## src/rtl/ntt_stage_sequencer_if.sv

```systemverilog
// Handshake bundle between the NTT stage sequencer, the transform control and the butterfly datapath.
interface ntt_stage_sequencer_if #(
   parameter int LOG_N = 4
);
   logic             start;
   logic             inv;
   logic             dp_ready;
   logic             busy;
   logic             done;
   logic [2:0]       stage;
   logic             bf_valid;
   logic [LOG_N-1:0] addr_a;
   logic [LOG_N-1:0] addr_b;
   logic [LOG_N-2:0] tw_idx;
   logic             scale_valid;
   logic [LOG_N-1:0] scale_addr;

   modport master (
      input  start, inv, dp_ready,
      output busy, done, stage, bf_valid, addr_a, addr_b, tw_idx, scale_valid, scale_addr
   );

   modport slave (
      output start, inv, dp_ready,
      input  busy, done, stage, bf_valid, addr_a, addr_b, tw_idx, scale_valid, scale_addr
   );
endinterface

```

## src/rtl/ntt_stage_sequencer.sv

```systemverilog
// Walks every butterfly of an N-point NTT/INTT stage by stage, with a trailing scale pass for INTT.
module ntt_stage_sequencer #(
   parameter int LOG_N = 4
) (
   input logic                   clk,
   input logic                   rst_n,
   ntt_stage_sequencer_if.master seq_io
);
   localparam logic [1:0] IDLE  = 2'd0;
   localparam logic [1:0] RUN   = 2'd1;
   localparam logic [1:0] SCALE = 2'd2;
   localparam logic [1:0] DONE  = 2'd3;

   localparam logic [LOG_N-2:0] J_LAST     = {(LOG_N-1){1'b1}};
   localparam logic [LOG_N-1:0] I_LAST     = {LOG_N{1'b1}};
   localparam logic [2:0]       STAGE_LAST = 3'(LOG_N-1);

   logic [1:0]       state_q, state_d;
   logic [LOG_N-2:0] j_q, j_d;
   logic [2:0]       s_q, s_d;
   logic [LOG_N-1:0] i_q, i_d;
   logic             inv_q, inv_d;

   logic [LOG_N-2:0] kMask;
   logic [LOG_N-2:0] kIdx;
   logic [LOG_N-2:0] groupBits;
   logic [LOG_N-1:0] addrA;
   logic             lastStage;
   logic             bfValid;
   logic             scaleValid;

   // kMask = len-1 with len = N>>(s+1); the group bits of j sit above it and
   // shift up by one so that each group spans 2*len addresses.
   always_comb begin
      kMask     = J_LAST >> s_q;
      kIdx      = j_q & kMask;
      groupBits = j_q & ~kMask;
      addrA     = {groupBits, 1'b0} | {1'b0, kIdx};
      lastStage = inv_q ? (s_q == 3'd0) : (s_q == STAGE_LAST);
   end

   always_comb begin
      state_d = state_q;
      j_d     = j_q;
      s_d     = s_q;
      i_d     = i_q;
      inv_d   = inv_q;
      case (state_q)
         IDLE: begin
            if (seq_io.start) begin
               state_d = RUN;
               inv_d   = seq_io.inv;
               j_d     = '0;
               s_d     = seq_io.inv ? STAGE_LAST : 3'd0;
            end
         end
         RUN: begin
            if (seq_io.dp_ready) begin
               if (j_q != J_LAST) begin
                  j_d = j_q + 1'b1;
               end else begin
                  j_d = '0;
                  if (lastStage) begin
                     state_d = inv_q ? SCALE : DONE;
                     i_d     = '0;
                  end else begin
                     s_d = inv_q ? (s_q - 3'd1) : (s_q + 3'd1);
                  end
               end
            end
         end
         SCALE: begin
            if (seq_io.dp_ready) begin
               if (i_q == I_LAST) begin
                  state_d = DONE;
                  i_d     = '0;
               end else begin
                  i_d = i_q + 1'b1;
               end
            end
         end
         default: state_d = IDLE;
      endcase
   end

   always_ff @(posedge clk or negedge rst_n) begin
      if (!rst_n) begin
         state_q <= IDLE;
         j_q     <= '0;
         s_q     <= '0;
         i_q     <= '0;
         inv_q   <= 1'b0;
      end else begin
         state_q <= state_d;
         j_q     <= j_d;
         s_q     <= s_d;
         i_q     <= i_d;
         inv_q   <= inv_d;
      end
   end

   // Every output is a pure decode of registered state and forced to 0 when its valid is low.
   assign bfValid              = (state_q == RUN);
   assign scaleValid           = (state_q == SCALE);
   assign seq_io.busy          = (state_q != IDLE);
   assign seq_io.done          = (state_q == DONE);
   assign seq_io.bf_valid      = bfValid;
   assign seq_io.scale_valid   = scaleValid;
   assign seq_io.stage         = bfValid ? s_q : 3'd0;
   assign seq_io.addr_a        = bfValid ? addrA : '0;
   assign seq_io.addr_b        = bfValid ? (addrA + {1'b0, kMask} + LOG_N'(1)) : '0;
   assign seq_io.tw_idx        = bfValid ? (kIdx << s_q) : '0;
   assign seq_io.scale_addr    = scaleValid ? i_q : '0;
endmodule

```

## src/flat_wrapper.sv

```systemverilog
// flat-port wrapper written by rule: the top's interface ports become plain ports
module ntt_stage_sequencer_flat 
#(
   parameter int LOG_N = 4
)
  (clk, rst_n, seq_io_start, seq_io_inv, seq_io_dp_ready, seq_io_busy, seq_io_done, seq_io_stage, seq_io_bf_valid, seq_io_addr_a, seq_io_addr_b, seq_io_tw_idx, seq_io_scale_valid, seq_io_scale_addr);
  ntt_stage_sequencer_if #(.LOG_N(LOG_N)) seq_io_i ();
  input logic clk;
  input logic rst_n;
  input wire logic [$bits(seq_io_i.start)-1:0] seq_io_start;
  input wire logic [$bits(seq_io_i.inv)-1:0] seq_io_inv;
  input wire logic [$bits(seq_io_i.dp_ready)-1:0] seq_io_dp_ready;
  output wire logic [$bits(seq_io_i.busy)-1:0] seq_io_busy;
  output wire logic [$bits(seq_io_i.done)-1:0] seq_io_done;
  output wire logic [$bits(seq_io_i.stage)-1:0] seq_io_stage;
  output wire logic [$bits(seq_io_i.bf_valid)-1:0] seq_io_bf_valid;
  output wire logic [$bits(seq_io_i.addr_a)-1:0] seq_io_addr_a;
  output wire logic [$bits(seq_io_i.addr_b)-1:0] seq_io_addr_b;
  output wire logic [$bits(seq_io_i.tw_idx)-1:0] seq_io_tw_idx;
  output wire logic [$bits(seq_io_i.scale_valid)-1:0] seq_io_scale_valid;
  output wire logic [$bits(seq_io_i.scale_addr)-1:0] seq_io_scale_addr;
  assign seq_io_i.start = seq_io_start;
  assign seq_io_i.inv = seq_io_inv;
  assign seq_io_i.dp_ready = seq_io_dp_ready;
  assign seq_io_busy = seq_io_i.busy;
  assign seq_io_done = seq_io_i.done;
  assign seq_io_stage = seq_io_i.stage;
  assign seq_io_bf_valid = seq_io_i.bf_valid;
  assign seq_io_addr_a = seq_io_i.addr_a;
  assign seq_io_addr_b = seq_io_i.addr_b;
  assign seq_io_tw_idx = seq_io_i.tw_idx;
  assign seq_io_scale_valid = seq_io_i.scale_valid;
  assign seq_io_scale_addr = seq_io_i.scale_addr;
  ntt_stage_sequencer #(.LOG_N(LOG_N)) u_core (.clk(clk), .rst_n(rst_n), .seq_io(seq_io_i));
endmodule
```

## config.mk

```make
export PLATFORM = sky130hd
export DESIGN_NAME = ntt_stage_sequencer_flat
export DESIGN_NICKNAME = d
export VERILOG_FILES = /design/src/rtl/ntt_stage_sequencer_if.sv /design/src/rtl/ntt_stage_sequencer.sv /design/src/flat_wrapper.sv
export SDC_FILE = /design/constraint.sdc
export NUM_CORES = 1
export LEC_CHECK = 0
export CORE_UTILIZATION = 58
export CTS_BUF_LIST = sky130_fd_sc_hd__clkbuf_2 sky130_fd_sc_hd__clkbuf_4 sky130_fd_sc_hd__clkbuf_8
export DETAILED_ROUTE_END_ITERATION = 6
export DONT_BUFFER_PORTS = 1
export PLACE_DENSITY_LB_ADDON = 0.15
export SETUP_SLACK_MARGIN = 0.15
export SKIP_CTS_REPAIR_TIMING = 1
export SLEW_MARGIN = 20
export SYNTH_ARGS = -nofsm -noshare
export SYNTH_HDL_FRONTEND = slang
export SYNTH_SLANG_ARGS = --single-unit
```

## constraint.sdc

```tcl
create_clock -name clk -period 3.9 [get_ports clk]
set_clock_uncertainty 0.1 [all_clocks]
set_input_delay 0.78 -clock clk [delete_from_list [all_inputs] [get_ports clk]]
set_output_delay 0.78 -clock clk [all_outputs]
set_load 0.1 [all_outputs]
```

## Word-level counts from Yosys, hierarchy flattened

Index checks and enable logic that the tools add are counted.

| word-level totals | value |
|---|---|
| output and inout bits | 22 |
| bits in registers | 13 |
| input bits | 5 |

| operators by class | value |
|---|---|
| multiplexer cells | 31 |
| add/subtract/negate cells | 6 |
| bitwise gates (word level) | 4 |
| shift-type cells | 2 |
| reductions and logical operators | 10 |
| equal/unequal tests | 13 |

Operators by type and width:

| operator | number |
|---|---|
| $mux 4 | 8 |
| $mux 3 | 10 |
| $mux 2 | 7 |
| $ne 2x2->1 const B | 6 |
| $pmux 3 s2 | 2 |
| $reduce_and 5->1 | 2 |
| $add 4x1->4 const B | 2 |
| $pmux 4 s2 | 1 |
| $add 3x1->3 const B | 2 |
| $and 3x3->3 | 2 |
| $pmux 2 s3 | 1 |
| $reduce_and 6->1 | 1 |
| $reduce_bool 2->1 | 3 |
| $add 4x3->4 | 1 |
| $eq 2x2->1 const B | 2 |
| $eq 4x4->1 const B | 1 |
| $or 4x3->4 | 1 |
| $eq 3x2->1 const B | 1 |
| $logic_not 3->1 | 1 |
| $ne 3x3->1 const B | 1 |
| $not 3->3 | 1 |
| $reduce_and 3->1 | 1 |
| $shl 3x3->3 | 1 |
| $shr 3x3->3 const A | 1 |
| 6 further kinds | 7 |

## Depth between registers and ports, before layout

Gate-level depths: netlist of the first run.

| logic depth | value |
|---|---|
| word-level depth | 7 |
| depth in mapped cells | 8 |

## Least setup slack after synthesis of the first run

OpenSTA, ideal clock, no wires.

| timing path | value |
|---|---|
| path kind | reg-to-output |
| from | register u_core.state_q[1] |
| to | output port seq_io_addr_b[3] |
| cell stages (with the launch flop) | 7 |
| data required time | 3020 ps |
| buffers on the path | 1 |
| path slack | -1692 ps |
| arrival | 4712 ps |
| cells stage by stage | dfrtp_1 > inv_1 > ha_1 > inv_1 > clkbuf_1 > nor3_1 > mux2_2 |

| on the way | value |
|---|---|
| cells in the longest elaborated chain, start to end | 2 |

RTL lines:

| element | line | RTL |
|---|---|---|
| start: declaration | ntt_stage_sequencer.sv:18 | `logic [1:0] state_q, state_d;` |
| start signal: assignment | ntt_stage_sequencer.sv:94 | `state_q <= state_d;` |
| $eq 2x1->1 | ntt_stage_sequencer.sv:103 | `assign bfValid = (state_q == RUN);` |
| named net seq_io_bf_valid | flat_wrapper.sv:16 | `output wire logic [$bits(seq_io_i.bf_valid)-1:0] seq_io_bf_valid;` |
| $mux 4 | ntt_stage_sequencer.sv:111 | `assign seq_io.addr_b = bfValid ? (addrA + {1'b0, kMask} + LOG_N'(1)) : '0;` |
| end: declaration | flat_wrapper.sv:18 | `output wire logic [$bits(seq_io_i.addr_b)-1:0] seq_io_addr_b;` |

The timed path passes the listed nets, and every way through them passes these cells.

## Final worst setup path of the first run

| timing path | value |
|---|---|
| from | register u_core.s_q[1] |
| to | output port seq_io_addr_b[3] |

| on the way | value |
|---|---|
| cells in the longest elaborated chain, start to end | 7 |
| elaborated cells on any way between the ends | 8 |
| those cells by class | add/sub: 2; shift: 1; mux: 1; bitwise: 4 |

RTL lines:

| element | line | RTL |
|---|---|---|
| start: declaration | ntt_stage_sequencer.sv:20 | `logic [2:0] s_q, s_d;` |
| start signal: assignment | ntt_stage_sequencer.sv:90 | `s_q <= '0;` |
| start signal: assignment | ntt_stage_sequencer.sv:96 | `s_q <= s_d;` |
| $shr 3x3->3 (*) | ntt_stage_sequencer.sv:35 | `kMask = J_LAST >> s_q;` |
| $not 3->3 | ntt_stage_sequencer.sv:37 | `groupBits = j_q & ~kMask;` |
| $and 3x3->3 | ntt_stage_sequencer.sv:37 |  |
| $or 4x3->4 | ntt_stage_sequencer.sv:38 | `addrA = {groupBits, 1'b0} \| {1'b0, kIdx};` |
| $add 4x3->4 (*) | ntt_stage_sequencer.sv:111 |  |
| $add 4x1->4 (*) | ntt_stage_sequencer.sv:111 |  |
| $mux 4 (*) | ntt_stage_sequencer.sv:111 |  |

Mark *: on every way between the ends. The rest lies on a longest branch, timed or not.

==> out/summary.txt, run 1 <==
Outcome - finished clean
I/O pins - 27
IO buf count - 0
Crit path arrival time - 2.58 ns
Start of the worst register-to-register path - u_core.state_q[1]
R2R Path End - u_core.state_q[0]
Startpoint types - register
CTS tree - done
Worst rel slew slack - 36.0%
CP Capture Point - seq_io_addr_b[3]
Synth cell types - 45
Largest net degree at the start of global routing - 19
Endpoints failing setup - 0
Clk root buf - clkbuf_4
Die Ht - 48.7 µm
Initial Util - 63.2%
Register-to-register setup slack - 1.77 ns
RSZ-0062 raised after global routing - no
Initial antenna violation count - 0
Post-Syn Area - 0.00126 mm²
Post-Layout Cell Count - 191
Synth top area cells - dfrtp_1 26%, ha_1 9.9%, and2_1 4.5%
Register area share after synthesis - 25.7%
Antenna viol nets, final - 0
Clk buf depth - 2
Gpl congestion - 0.888
Cell count after synthesis - 149
Min cycle time layout - 3.46 ns
Global-route wire length before repair - 4900 µm
Total track usage - 27.4%
Vias in the first global route - 1100
Total wirelength of the detailed-routed design - 2910 µm
Share of layout cells above drive strength 1 - 28.0%
Setup crit start - u_core.s_q[1]
FFs w/ async S/R, synth - 100%
Final TNS setup - 0 ns
WL/cell - 15.2 µm
Maxcap violations - 0
Type of destination of the critical path - output pin
Die ar. - 0.00237 mm²
N_diodes - 0
Placed instance count - 187
#FFs+latches synth - 13
Die width - 48.7 µm
DR DRC count - 0
Worst Path Max Fanout - 9
Worst endpoint required time - 3.02 ns
Via count - 1146
Period Utilization, post-route - 88.8%
Post-synth top flop - dfrtp_1
Yosys top cell area share - 25.7%
Worst R2R Path Depth - 5
Slew Limit Fails - 0
Final hold violation count - 0
Core footprint - 0.00200 mm²
Total grt overflow - 0
Worst Hold Class - input pin to async pin
WS Path Type - register to output pin
Drt pass-1 iters - 4
Inserted Clock Buffers - 3
Site row count - 16
HPWL Detailed - 2230 µm
Yosys warns - 0
H-tree depth - 1
Fillers - 158
Syn_nets - 166
Worst-path clk slew - 0.09 ns
Highest clock rate - 289 MHz
Largest area contributor in the netlist - dfrtp_1
Clk_lat worst skew - 0.30 ns
Final net count - 182
# clock sinks - 13
Post-synth EDFFs - 0
Slew @ Worst Pin - 0.962 ns
Area Overhead vs Synth - 17.2%
Syn Area/Cell - 8.49 µm²
Drt first-iter violations - 32
Vias/cell - 6.00
per-layer routing:
layer / vias up / GRT usage, % / share of wire (%)
met5: - / 0 / 0
met4: 0 / 11.3 / 1.7
met3: 5 / 4.40 / 4.6
met2: 37 / 45.6 / 49
met1: 550 / 35.1 / 45
li1: 554 / - / -
cell type report:
class | count | area, µm² | share of cell area (%)
multi-input cells | 113 | 881 | 59.4
flip-flops and latches | 13 | 325 | 21.9
repair buffers | 20 | 163 | 11.0
inverters | 14 | 52.6 | 3.54
well taps | 27 | 33.8 | 2.28
clock buffers | 3 | 22.5 | 1.52
clock inverters | 1 | 5.00 | 0.338
registers in the layout, summed over array words and instances (netlist names):
register and cells:
u_core.i_q 4, u_core.inv_q 1, u_core.j_q 3, u_core.s_q 3
u_core.state_q 2
cells in the final DEF (no fill, tap or decap), drive strengths merged, types with 4 or more instances in the layout:
cell type,synthesis,final
nor2b,4,4
dfrtp,13,13
nand2,7,7
inv,14,14
nor2,14,14
and2,9,9
a21oi,11,11
nand2b,4,4
ha,10,10
o21ai,8,8
mux2,5,5
buf,6,20
Yosys cell counts, types with 2 or more instances:
cell,instances
nand3b_1,2
nand2b_1,4
ha_1,10
nor3_1,2
nor2_1,14
fa_1,2
buf_2,3
o21ai_0,5
nand3_1,3
nand4b_1,2
a221o_1,3
a22o_1,2
o22ai_1,2
nor2b_1,4
a211oi_1,2
dfrtp_1,13
mux2i_1,3
buf_6,2
clkbuf_1,3
mux2_2,5
o21ai_2,2
and2_1,9
a31oi_1,3
inv_1,14
a21oi_1,9
nand2_1,7
cells by family (layout without fill, tap and decap cells):
family	count (synthesis)	count (layout)	share of synthesized area (%)
muxes	8	8	6.82
xor gates and xnor gates	2	2	1.39
AOI/OAI and AO/OA	38	38	21.7
and+or+nand+nor	53	53	22.8
adders and majority gates	12	12	13.1
buffers and inverters	23	38	8.60
DFF	13	13	25.7
metrics by stage:
stage	cell area, µm²	hold WS (ns)	worst slack, ns	util, %
after detailed placement	1460	0.385	0.799	72.7
after floorplan	1300	0.384	0.116	-
final	1480	0.0549	0.439	74.1
after global routing	1480	0.0498	0.359	74.1
after CTS	1480	0.0483	0.445	74.1
after global placement	1460	0.385	0.864	72.7
critical path, cell delays in order, from the launching register on:
cell and delay [ns]:
dfrtp_1 0.50, nor2_1 0.40, a22o_1 0.28, ha_1 0.25, a21o_1 0.16, a21oi_1 0.18
mux2_4 0.33, buf_12 0.17
how the worst min path moves through the flow:
stage | end | cells after the start
finish | u_core.j_q[2] | 0
CTS | u_core.j_q[2] | 0
floorplan | u_core.i_q[0] | 0
global placement | u_core.i_q[0] | 0
detailed placement | u_core.i_q[3] | 0
global route | u_core.i_q[3] | 0
Power of run 1 is not shown: default switching activity piles up to over one toggle a cycle in this logic, so the estimate is an artifact.
==> run 2: changes to the inputs <==
--- a/config.mk
+++ b/config.mk
@@ -7,8 +7,10 @@
 export LEC_CHECK = 0
 export CORE_UTILIZATION = 58
 export CTS_BUF_LIST = sky130_fd_sc_hd__clkbuf_2 sky130_fd_sc_hd__clkbuf_4 sky130_fd_sc_hd__clkbuf_8
+export CTS_CLUSTER_SIZE = 14
 export DETAILED_ROUTE_END_ITERATION = 6
 export DONT_BUFFER_PORTS = 1
+export HOLD_SLACK_MARGIN = 0.12
 export PLACE_DENSITY_LB_ADDON = 0.15
 export SETUP_SLACK_MARGIN = 0.15
 export SKIP_CTS_REPAIR_TIMING = 1
==> out/summary.txt, run 2 (synthesis gave the netlist of run 1 again) <==
Total grt overflow - 0 (unchanged)
Crit path arrival time - 2.58 ns (about the same)
Reg with most FFs - u_core.i_q (unchanged)
Worst Hold Margin - 0.512 ns (was 0.0549 ns)
Largest register FFs - 4 (unchanged)
Gpl congestion - 0.888 (unchanged)
Outcome - finished clean (unchanged)
I/O pins - 27 (unchanged)
HPWL Detailed - 2230 µm (unchanged)
Final TNS setup - 0 ns (unchanged)
Most frequent cells in the layout - 19 x buf_4, 14 x inv_1, 13 x dfrtp_1 (unchanged)
H-tree depth - 1 (unchanged)
# clock sinks - 13 (unchanged)
Final net count - 183 (was 182)
Period Utilization, post-route - 88.8% (about the same)
Global-route wire length before repair - 4900 µm (unchanged)
Initial Util - 63.2% (unchanged)
Core footprint - 0.00200 mm² (unchanged)
N_diodes - 0 (unchanged)
DR DRC count - 0 (unchanged)
Worst endpoint required time - 3.02 ns (about the same)
Post-Layout Cell Count - 192 (was 191)
Maxcap violations - 0 (unchanged)
Final hold violation count - 0 (unchanged)
RSZ-0062 raised after global routing - no (unchanged)
Clk buf depth - 2 (unchanged)
Drt pass-1 iters - 4 (unchanged)
Clk_lat worst skew - 0.30 ns (about the same)
Share of layout cells above drive strength 1 - 27.9% (was 28.0%)
Worst rel slew slack - 36.0% (unchanged)
Endpoints failing setup - 0 (unchanged)
Type of destination of the critical path - output pin (unchanged)
WS Path Type - register to output pin (unchanged)
WL/cell - 15.2 µm (about the same)
Clk root buf - clkbuf_4 (unchanged)
Placed instance count - 187 (unchanged)
Area Overhead vs Synth - 18.0% (was 17.2%)
Via count - 1150 (was 1146)
Die Ht - 48.7 µm (unchanged)
Worst-path clk slew - 0.09 ns (about the same)
Reg area - 325 µm² (unchanged)
Largest regs - u_core.i_q: 4 flops, u_core.j_q: 3 flops, u_core.s_q: 3 flops (unchanged)
Vias in the first global route - 1100 (unchanged)
Area occupied by multi-input gates - 881 µm² (unchanged)
Highest clock rate - 289 MHz (about the same)
Initial antenna violation count - 0 (unchanged)
Worst slack, placed - 0.799 ns (unchanged)
IO buf count - 0 (unchanged)
Startpoint types - register (unchanged)
Largest net degree at the start of global routing - 19 (unchanged)
Worst Path Max Fanout - 9 (unchanged)
Final worst setup slack - 0.439 ns (about the same)
Drt first-iter violations - 32 (unchanged)
Site row count - 16 (unchanged)
Min cycle time layout - 3.46 ns (about the same)
CTS tree - done (unchanged)
Worst Hold Class - register to register (was input pin to async pin)
Die ar. - 0.00237 mm² (unchanged)
Antenna viol nets, final - 0 (unchanged)
Slew Limit Fails - 0 (unchanged)
Fillers - 157 (was 158)
Total wirelength of the detailed-routed design - 2920 µm (was 2910 µm)
Inserted Clock Buffers - 3 (unchanged)
Die width - 48.7 µm (unchanged)
Total track usage - 27.4% (unchanged)
Vias/cell - 5.99 (was 6.00)
Slew @ Worst Pin - 0.962 ns (unchanged)
Commonest non-fill, non-tap cell in the layout - buf_4 (unchanged)
==> run 2: per-layer routing <==
layer	track usage (%)	up-vias	share of wire (%)	wire length [µm]
li1	-	556	-	-
met1	35.1	553	45	1300
met2	45.6	36	49	1420
met3	4.40	5	5.0	146
met4	11.3	0	1.7	50
met5	0	-	0	0
==> run 2: cell type report <==
| cell class | instances | area share (%) |
|---|---|---|
| tap | 27 | 2.26 |
| timing repair buffer | 21 | 11.6 |
| clock buffer | 3 | 1.51 |
| multi-input combinational | 113 | 59.0 |
| sequential | 13 | 21.8 |
| inverter | 14 | 3.52 |
| clock inverter | 1 | 0.335 |
==> run 2: stage by stage <==
| stage | cell area [µm²] | utilization (%) |
|---|---|---|
| floorplan | 1300 | - |
| global route | 1490 | 74.6 |
| finish | 1490 | 74.6 |
| CTS | 1480 | 74.1 |
| detailed placement | 1460 | 72.7 |
| global placement | 1460 | 72.7 |
==> run 2: worst paths after layout <==
check / start / endpoint / slack (ns) / cells after the start
setup / recovery: u_core.s_q[1] / seq_io_addr_b[3] / 0.44 / 7
hold / removal: u_core.i_q[1] / u_core.i_q[1] / 0.51 / 1
max in group asynchronous: rst_n / u_core.inv_q / 2.47 / 1
hold reg to reg: u_core.i_q[1] / u_core.i_q[1] / 0.51 / 1
min in group asynchronous: rst_n / u_core.j_q[2] / 0.82 / 1
setup reg to reg: u_core.state_q[1] / u_core.state_q[0] / 1.77 / 5
==> run 2: worst max-delay path, stage by stage, from the launching register on <==
cell	delay, ns
dfrtp_1	0.50
nor2_1	0.40
a22o_1	0.28
ha_1	0.25
a21o_1	0.16
a21oi_1	0.18
mux2_4	0.33
buf_12	0.17
Power of run 2 is left out for the same reason.
==> run 3: changes to the inputs <==
--- a/config.mk
+++ b/config.mk
@@ -5,6 +5,7 @@
 export SDC_FILE = /design/constraint.sdc
 export NUM_CORES = 1
 export LEC_CHECK = 0
+export CAP_MARGIN = 25
 export CORE_UTILIZATION = 58
 export CTS_BUF_LIST = sky130_fd_sc_hd__clkbuf_2 sky130_fd_sc_hd__clkbuf_4 sky130_fd_sc_hd__clkbuf_8
 export CTS_CLUSTER_SIZE = 14
==> results of run 3 <==
Final layout, timing and power as in run 2 (identical DEF).
Power of run 3 is left out for the same reason.
==> edit, RTL diff (settings of run 3) <==
Reset style: synchronous (`rst_n`), changed in one clocked block.
--- a/src/rtl/ntt_stage_sequencer.sv
+++ b/src/rtl/ntt_stage_sequencer.sv
@@ -83,7 +83,7 @@
       endcase
    end
 
-   always_ff @(posedge clk or negedge rst_n) begin
+   always_ff @(posedge clk) begin
       if (!rst_n) begin
          state_q <= IDLE;
          j_q     <= '0;
Behaviour: differs if rst_n is asserted again (counterexample within 4 cycles, from zero or initial values and one cycle with rst_n low); with rst_n held inactive, the same outputs for 10 cycles.
==> edit against run 3 <==
Sequential cell count did not move; global-route usage fell by 2.5 points; count of clock-buffer cells in the layout rose by 1; first-iteration DRC count fell by 41%; cell area fell by 6.2%; setup slack got worse by 0.00080 ns; area after synthesis fell by 5.7%; routed wire length fell by 12%.
==> edit: results (changes against run 3) <==
| Metric | Value |
|---|---|
| Status | `finished clean` |
| Worst Hold Slack | `0.416 ns (-0.0962 ns)` |
| Fmax | `0.289 GHz (about the same)` |
| Root Buffer | `clkbuf_4` |
| R2r setup slk | `1.35 ns (-0.42 ns)` |
| Post-DP HPWL | `1960 um (-12%)` |
| # fillers | `153 (-2.5%)` |
| Biggest regs | `u_core.i_q: 4 flops, u_core.j_q: 3 flops, u_core.s_q: 3 flops` |
| Most common flop cell mapped by yosys | `dfxtp_1` |
| Total Routing Usage GR | `0.249 (-0.0249)` |
| First-pass GRT wire length | `3950 um (-19%)` |
| CP max FO | `11 (+2)` |
| Worst vdd rail ir drop | `0.667 mV` |
| Most instantiated cells after synthesis | `18 x nand2_1, 13 x dfxtp_1, 12 x inv_1, 12 x nor2_1` |
| Leakage | `0.602 nW` |
| 1st-iter DRT viols | `19 (-41%)` |
| Slew @ Worst Pin | `0.962 ns (-0.000306 ns)` |
| Share of the yosys chip area belonging to registers | `0.218 (-0.0389)` |
| Total Routed Length | `2560 um (-12%)` |
| Unique masters post-synth | `42 (-6.7%)` |
| Met1 Resource Use GR | `0.295 (-0.0557)` |
| Clock latency on the worst-skew pair | `0.28 ns (-0.02 ns)` |
| Hold Startpoint | `u_core.i_q[3]$_SDFFE_PN0P_` |
| Setup crit start | `u_core.s_q[2]$_SDFFE_PN0P_` |
| Dpl cell area | `1370 um^2 (-5.8%)` |
| Leading post-synthesis cells by cell area | `dfxtp_1 22%, ha_1 10%, mux2i_1 8.4%` |
| Nets | `181 (-1.1%)` |
| Asr flop ratio synth | `0 (-1.00)` |
| Dpl ws | `0.719 ns (-0.0800 ns)` |
| # diodes | `0 (unchanged)` |
| Initial DRT Pass Iterations | `4 (unchanged)` |
| Vias in the first global route | `931 (-15%)` |
| Worst r2r src | `u_core.state_q[0]$_SDFFE_PN0P_` |
| CTS Buf Count | `3 (unchanged)` |
| Mapped Nets | `165 (-0.60%)` |
| Final setup fails | `0 (unchanged)` |
| Routing usage on met2 | `0.427 (-0.0286)` |
| Share of cells above drive strength 1 | `0.252 (-0.0273)` |
| Vias | `1088 (-5.4%)` |
| Placer Congestion | `0.792 (-11%)` |
| Largest net degree at the start of global routing | `23 (+4)` |
| GR Layer Usage met3 | `0.0462 (+0.00213)` |
-- edit: metrics by stage --
step | total power [mW] | std cells
final | 0.920 | 190
after floorplan | 0.749 | 148
after detailed placement | 0.829 | 186
after global placement | 0.815 | 186
after CTS | 0.923 | 190
after global routing | 0.974 | 190
-- edit: cell families after synthesis --
group | count (synthesis) | synth area share
simple gates | 58 | 0.256
fa+ha+maj | 12 | 0.139
buf+inv | 21 | 0.0860
xor+xnor | 2 | 0.0147
flops | 13 | 0.218
compound gates | 31 | 0.193
mux | 11 | 0.0934
-- edit: worst paths after layout --
| path | endpoint | depth (start not counted) |
|---|---|---|
| setup / recovery | seq_io_addr_b[3] | 7 |
| hold / removal | u_core.i_q[3]$_SDFFE_PN0P_ | 2 |
| setup reg to reg | u_core.s_q[2]$_SDFFE_PN0P_ | 6 |
| hold reg to reg | u_core.i_q[3]$_SDFFE_PN0P_ | 2 |
-- edit: area by class of cell --
cell class,instances,area [um^2],share of cell area
timing repair buffer,20,150,0.107
tap,27,33.8,0.0241
inverter,12,45.0,0.0322
sequential,13,260,0.186
multi-input combinational,114,881,0.629
clock buffer,4,30.0,0.0214
-- edit: metal layers --
metal | part of all wire | routed length [um] | up-vias
met5 | 0 | 0 | -
met4 | 0.024 | 61 | 0
li1 | - | - | 546
met3 | 0.046 | 117 | 6
met1 | 0.44 | 1120 | 504
met2 | 0.49 | 1270 | 32
-- edit: critical path, stage by stage, from the launching register on --
cell and delay (ns):
dfxtp_1 0.55, nor2_1 0.18, a22o_1 0.30, ha_1 0.28, a21o_1 0.15, a21oi_1 0.26, mux2i_4 0.27, buf_4 0.30
